===== src/rtl/alu_stim_gen.sv =====
// Pseudo-random ALU transaction generator driven by a 32-bit Galois LFSR over a valid/ready handshake.
// Optional build macro ALU_STIM_CORNER_EN forces operands to all-ones on every 16th transaction.
module alu_stim_gen #(
  parameter int          DATA_W  = 8,
  parameter int          OP_W    = 3,
  parameter int          NUM_TXN = 10000,
  parameter logic [31:0] SEED    = 32'hACE1_2468,
  parameter int          CNT_W   = $clog2(NUM_TXN + 1)
) (
  input  logic              clk,
  input  logic              rst_n,
  input  logic              start,
  input  logic              seed_load,
  input  logic [31:0]       seed_in,
  output logic              txn_valid,
  input  logic              txn_ready,
  output logic [DATA_W-1:0] txn_a,
  output logic [DATA_W-1:0] txn_b,
  output logic [OP_W-1:0]   txn_op,
  output logic [CNT_W-1:0]  txn_idx,
  output logic              busy,
  output logic              done
);

  localparam logic [31:0]      POLY     = 32'h8020_0003;
  localparam logic [CNT_W-1:0] LAST_IDX = CNT_W'(NUM_TXN - 1);

  typedef enum logic [1:0] {
    ST_IDLE,
    ST_RUN,
    ST_DONE
  } state_t;

  state_t           state_q, state_d;
  logic [31:0]      lfsr_q, lfsr_d;
  logic [31:0]      lfsr_step;
  logic [31:0]      seed_eff;
  logic [CNT_W-1:0] idx_q, idx_d;
  logic             handshake;

  // A zero seed would lock the LFSR at zero, so it falls back to SEED.
  assign lfsr_step = (lfsr_q >> 1) ^ (lfsr_q[0] ? POLY : 32'h0);
  assign seed_eff  = (seed_in == 32'h0) ? SEED : seed_in;
  assign handshake = (state_q == ST_RUN) && txn_ready;

  // NOTE: state registers use non-blocking assignments so every flop samples pre-edge values.
  always_ff @(posedge clk) begin
    if (!rst_n) begin
      state_q <= ST_IDLE;
      lfsr_q  <= SEED;
      idx_q   <= '0;
    end else begin
      state_q <= state_d;
      lfsr_q  <= lfsr_d;
      idx_q   <= idx_d;
    end
  end

  // NOTE: defaults first so every path assigns every output and no latch is inferred.
  always_comb begin
    state_d = state_q;
    lfsr_d  = lfsr_q;
    idx_d   = idx_q;
    case (state_q)
      ST_IDLE, ST_DONE: begin
        if (seed_load) lfsr_d = seed_eff;
        if (start) begin
          state_d = ST_RUN;
          idx_d   = '0;
        end
      end
      ST_RUN: begin
        if (handshake) begin
          lfsr_d = lfsr_step;
          // The last index is held so the consumer can still read it in DONE.
          if (idx_q == LAST_IDX) state_d = ST_DONE;
          else                   idx_d   = idx_q + CNT_W'(1);
        end
      end
      default: state_d = ST_IDLE;
    endcase
  end

  assign txn_valid = (state_q == ST_RUN);
  assign busy      = (state_q == ST_RUN);
  assign done      = (state_q == ST_DONE);
  assign txn_idx   = idx_q;
  assign txn_op    = lfsr_q[2*DATA_W+OP_W-1:2*DATA_W];

`ifdef ALU_STIM_CORNER_EN
  logic [31:0] idx_ext;
  logic        corner_hit;

  // Operand forcing is purely on the output; the LFSR sequence is untouched.
  assign idx_ext    = 32'(idx_q);
  assign corner_hit = (idx_ext[3:0] == 4'hF);
  assign txn_a      = corner_hit ? {DATA_W{1'b1}} : lfsr_q[DATA_W-1:0];
  assign txn_b      = corner_hit ? {DATA_W{1'b1}} : lfsr_q[2*DATA_W-1:DATA_W];
`else
  assign txn_a      = lfsr_q[DATA_W-1:0];
  assign txn_b      = lfsr_q[2*DATA_W-1:DATA_W];
`endif

endmodule


===== config.mk =====
export PLATFORM = sky130hd
export DESIGN_NAME = alu_stim_gen
export DESIGN_NICKNAME = d
export VERILOG_FILES = /design/src/rtl/alu_stim_gen.sv
export SDC_FILE = /design/constraint.sdc
export NUM_CORES = 1
export LEC_CHECK = 0
export BUFFER_PORTS_ARGS = -buffer_cell sky130_fd_sc_hd__buf_4
export CORE_MARGIN = 2
export CORE_UTILIZATION = 47
export DETAILED_ROUTE_END_ITERATION = 16
export GPL_TIMING_DRIVEN = 0
export PLACE_DENSITY = 0.79
export SLEW_MARGIN = 20
export SYNTH_ARGS = -nofsm -noshare
export SYNTH_HDL_FRONTEND = slang
export SYNTH_SLANG_ARGS = --single-unit

===== constraint.sdc =====
create_clock -name clk -period 1.6 [get_ports clk]
set_input_delay 0 -clock clk [delete_from_list [all_inputs] [get_ports clk]]
set_output_delay 0 -clock clk [all_outputs]
set_load 0.01 [all_outputs]

Word-level counts from Yosys, hierarchy flattened --
Cells that the tools add are included.
Word-level totals: register bits after elaboration 48, latch bits 0, memory bits (writable) 0, ROM bits 0, output and inout port bits 36, word-level logic and storage cells 34, memories 0
Cells by class: add/subtract/negate cells 1, multiply operators 0, divide/modulo/power cells 0, order comparisons 0, equality and inequality tests 8, shift operators 0, multiplexer cells 13, bitwise logic cells 1, reductions and logical operators 8
Operators by type and width (count):
- 2-to-1 mux 32 bit | 4
- one-hot mux 32 bit (2 select lines) | 1
- 2-to-1 mux 14 bit | 3
- logical NOT 32 bit | 1
- bitwise XOR 31 x 32 -> 32 bit | 1
- one-hot mux 14 bit (2 select lines) | 1
- adder 14 x 1 -> 14 bit, second input constant | 1
- == test 14 bit, second input constant | 1
- 2-to-1 mux 2 bit | 3
- inequality test 2 bit, second input constant | 3
- AND reduction 3 bit | 2
- inequality test 2 x 1 -> 1 bit, second input constant | 2
- one-hot mux 2 bit (2 select lines) | 1
- AND reduction 4 bit | 1
- == test 2 x 1 -> 1 bit, second input constant | 1
- == test 2 bit, second input constant | 1
- logical NOT 2 bit | 1
- nonzero test 2 bit | 1
- OR reduction 2 bit | 1
- logical AND 1 bit | 1

Longest topological paths before layout --
depth in word-level cells 4, gate-level depth with buffers 7, depth with buffers taken out 5

Worst setup path after synthesis --
Ideal clock, no wire load.
path kind register to register, from register idx_q[11] (netlist: txn_idx[11]), to register state_q[0], setup time 0.115 ns, arrival time 1.507 ns, data required time 1.485 ns, slack -0.022 ns, stages on the path, launching flop included 5, buffers on the path 0, period minus slack after synthesis 1.622 ns, cells stage by stage dfxtp_1 > or4_4 > nor4_4 > nor2_2 > o21a_1
On the way: word-level cells in the longest chain between the ends 3
RTL lines:
- start: declaration | line 38 | logic [CNT_W-1:0] idx_q, idx_d;
- start signal: assignment | line 55 | idx_q <= idx_d;
- == test 14 bit | line 76 | if (idx_q == LAST_IDX) state_d = ST_DONE;
- inequality test 2 x 1 -> 1 bit (no source line)
- AND reduction 3 bit (no source line)
- end signal: assignment | line 53 | state_q <= state_d;
- end: declaration | line 34 | state_t state_q, state_d;
No other way between the ends. A chain may end at the register's enable or synchronous reset.

Worst setup path after layout --
from register idx_q[1] (netlist: txn_idx[1]), to register idx_q[0] (netlist: txn_idx[0])
On the way: word-level cells in the longest chain between the ends 3
RTL lines (line):
- == test 14 bit | 76
- inequality test 2 bit (no source line)
- AND reduction 4 bit (no source line)
No other way between the ends.

==> flow_metrics.tcl <==
set metrics [dict create \
    grt_start_max_net_pins 15 \
    rows 26 \
    ios 73 \
    crit_end "txn_idx[0]" \
    reg2regPathDepth 6 \
    drc 0 \
    path_clk_slew_ns 0.10 \
    synth_mux_area_share_pct 0.3916 \
    synthCells 317 \
    synth_top_family_by_area "simple AND/OR/NAND/NOR gates" \
    antenna_left 0 \
    grt_pass1_vias 2485 \
    grt-ovfl-total 0 \
    gp_routability_congestion 0.8522 \
    wl_per_cell_um 14.82 \
    setup.worst_path.class "reg -> reg" \
    p_leak_nw 1.619 \
    p_int_mw 2.198 \
    cts_root_buffer "clkbuf_8" \
    cp_slowest_stage_delay_ns 0.43 \
    num_vias 2705 \
    powerDensity_nw_per_um2 868.4 \
    peakVddDrop_uv 574.3 \
    max_freq_mhz 643.9 \
    dieArea_um2 6044 \
    slew_headroom_pct 64.56 \
    seq_area_frac_synth_pct 37.59 \
    h-tree-depth 2 \
    switchingPower_mw 0.8416 \
    fin_skew_ns 0.01007 \
    crit_fanout 5 \
    rsz0062_at_grt "yes" \
    p_seq_share_pct 44.7 \
    synth-edff-count 0 \
    layout-area-overhead-vs-synth_pct 36.96 \
    synthXorXnorAreaFrac_pct 1.713 \
    drive_above_1_share_pct 33.01 \
    crit_slowest_cell "or4_1" \
    start_kind "flip-flop" \
    tightest_slew_ns 0.5316 \
    cts_tree "built" \
    reg2reg_to "txn_idx[0]" \
    status "finished, final reports clean" \
    drt_wl_total_um 7145 \
    place_inst 459 \
    drv_cap 0 \
    finish.cell_count_without_fillers 482 \
    path_cells "ha_4, nand4b_1, nor4_4, buf_4, or4_1, a21boi_1" \
    combPwrFrac_pct 23.1 \
    switching_share_pct 27.68 \
    cts_made_buffers 5 \
    nets 449 \
    core_um2 5172 \
    finalWorstSetupSlack_ns 0.04704 \
    syn_area_um2 2556 \
    setup_viol 0 \
    die_height_um 77.75 \
    syn_nets 355 \
    grt_pass1_wl_um 11410 \
    grt_use_total_pct 23.22 \
    synth_seq_cells 48 \
    pre_cts_ws_ns -0.1185 \
    die_w_um 77.75 \
    required_ns 1.84 \
    fin_crit_sh_pct 97.06 \
    synth-simple-area-share_pct 25.65 \
    hold_viol 0 \
    antenna_found_initial 0 \
    clockBufferDepth 2 \
    synth.distinct_cells 44 \
    syn_area_per_cell_um2 8.064 \
    synth_adder_area_share_pct 0.4895 \
    drt-initial-drc-count 218 \
    synth_top_flop_cell "dfxtp_1" \
    hold_class "in -> reg" \
    diodes 0 \
    crit_path_end_kind "flip-flop" \
    clock_latency_ns 0.31 \
    ys_async_sr_fraction_pct 0 \
    viasPerCell 5.612 \
    rr_startpoint "txn_idx[1]" \
    yosysWarningCount 0 \
    slew_viol_final 0 \
    dp_hpwl_um 5167 \
    fin_crit_ns 1.553 \
    port_buffers 72 \
    first_pass_iters 6 \
    synth-compound-area-share_pct 24.08 \
    pwr-share-clk_pct 32.2 \
    clkSinkCount 48 \
    regToRegSetupSlack_ns 0.05 \
    holdWs_ns 0.0009238 \
    start_util_pct 49.42 \
    crit_path_start "txn_idx[1]" \
    crit_arrival_ns 1.80 \
]
[through the flow]
| stage | area [µm²] | utilization, % | total power [mW] | setup TNS (ns) |
|---|---|---|---|---|
| floorplan | 2556 | - | 1.771 | 0 |
| global placement | 3184 | 61.56 | 2.034 | -1.477 |
| detailed placement | 3184 | 61.56 | 2.047 | -1.996 |
| CTS | 3447 | 66.64 | 3.027 | -0.3941 |
| global route | 3501 | 67.68 | 3.148 | -0.07356 |
| finish | 3501 | 67.68 | 3.040 | 0 |
[power groups by stage]
stage,Sequential [mW],Combinational [mW],Clock [mW]
2_1_floorplan,1.37,0.406,0
3_3_place_gp,1.38,0.649,0
5_1_grt,1.37,0.766,1.01
4_1_cts,1.36,0.687,0.983
6_report,1.36,0.701,0.980
3_5_place_dp,1.39,0.662,0
[sequential cells by signal, indices dropped and copies added (netlist names)]
name	flops
state_q	2
lfsr_q	32
txn_idx	14
[cells by family after synthesis]
logic type               Yosys count
multiplexers                       1
buffers and inverters             48
AO/OA/AOI/OAI                     87
adder cells (fa/ha/maj)            1
AND/OR/NAND/NOR                  127
flip-flops                        48
XOR/XNOR                           5
[critical path: cells and delay by family, from the launching register on]
| family | cells | cell delay [ns] |
|---|---|---|
| DFF | 1 | 0.36 |
| buffers and inverters | 1 | 0.16 |
| and+or+nand+nor | 3 | 0.65 |
| adders and majority gates | 1 | 0.16 |
| AOI/OAI and AO/OA | 1 | 0.16 |
[synth_stat cells, types with 2 or more instances]
| cell type | number | area share, % |
|---|---|---|
| nor2_1 | 8 | 1.2 |
| inv_1 | 4 | 0.59 |
| buf_1 | 2 | 0.29 |
| nand3b_1 | 2 | 0.59 |
| buf_2 | 2 | 0.39 |
| clkbuf_1 | 19 | 2.8 |
| nand2b_1 | 3 | 0.73 |
| o21ai_1 | 3 | 0.59 |
| dfxtp_1 | 48 | 38 |
| a21boi_0 | 2 | 0.59 |
| o21ai_0 | 23 | 4.5 |
| nor4_1 | 8 | 2.0 |
| nand3_1 | 21 | 4.1 |
| or3_1 | 4 | 0.98 |
| and3_1 | 2 | 0.49 |
| nand2_1 | 56 | 8.2 |
| or3_2 | 2 | 0.59 |
| a211oi_1 | 13 | 3.8 |
| a21oi_1 | 7 | 1.4 |
| buf_4 | 20 | 5.9 |
| o211a_1 | 17 | 6.7 |
| o211ai_1 | 17 | 5.0 |
| and4_1 | 4 | 1.4 |
| and2_1 | 4 | 0.98 |
| or4_1 | 4 | 1.2 |
| xor2_1 | 4 | 1.4 |
[worst min path at each step]
stage	startpoint	depth (start not counted)	slack, ns	to
final	seed_in[22]	3	0.0009	lfsr_q[22]
after global routing	seed_in[22]	3	0.01	lfsr_q[22]
after CTS	seed_in[22]	3	0.001	lfsr_q[22]
after detailed placement	seed_in[31]	3	0.31	lfsr_q[31]
after global placement	seed_in[27]	3	0.30	lfsr_q[27]
after floorplan	txn_ready	2	0.19	state_q[1]
[per-layer routing]
metal	share of wire (%)	routed length [µm]	GRT usage, %	up-vias
li1	-	-	-	1314
met1	44	3115	30.40	1261
met2	48	3420	38.97	116
met3	6.9	495	3.953	14
met4	1.6	114	7.143	0
met5	0	0	0	-
[area by class of cell]
| cell class | count | area, µm² |
|---|---|---|
| fillers | 442 | 1672 |
| multi-input cells | 221 | 1356 |
| flip-flops and latches | 48 | 974.7 |
| repair buffers | 88 | 680.7 |
| plain buffers | 42 | 255.2 |
| clock buffers | 7 | 96.34 |
| well taps | 70 | 87.58 |
| clock inverters | 1 | 30.03 |
| inverters | 5 | 20.02 |
[cell usage in the layout, fill, tap and decap left out, types with 4 or more instances in the layout]
cell	count
and2_1	4
inv_1	4
clkbuf_2	9
a211oi_1	13
clkbuf_1	9
nand3_1	21
clkbuf_8	7
o21ai_0	22
o211a_1	17
a21oi_1	7
buf_4	100
or4_1	4
o211ai_1	17
dfxtp_2	5
nor4_1	8
or3_1	4
xor2_1	4
nor2_1	8
dfxtp_1	41
dlygate4sd3_1	9
nand2_1	56
[what timing repair did]
item | 4_1_cts | 5_1_grt
hold buffers | 9 | 0
cloned | 1 | 0
setup endpoints to repair | 38 | 44
endpoints found under the hold margin | 9 | 0
resized for setup | 13 | 21
setup buffers | 3 | 3
pin swaps | 5 | 2
No activity file was read; power rests on OpenSTA's default activity.
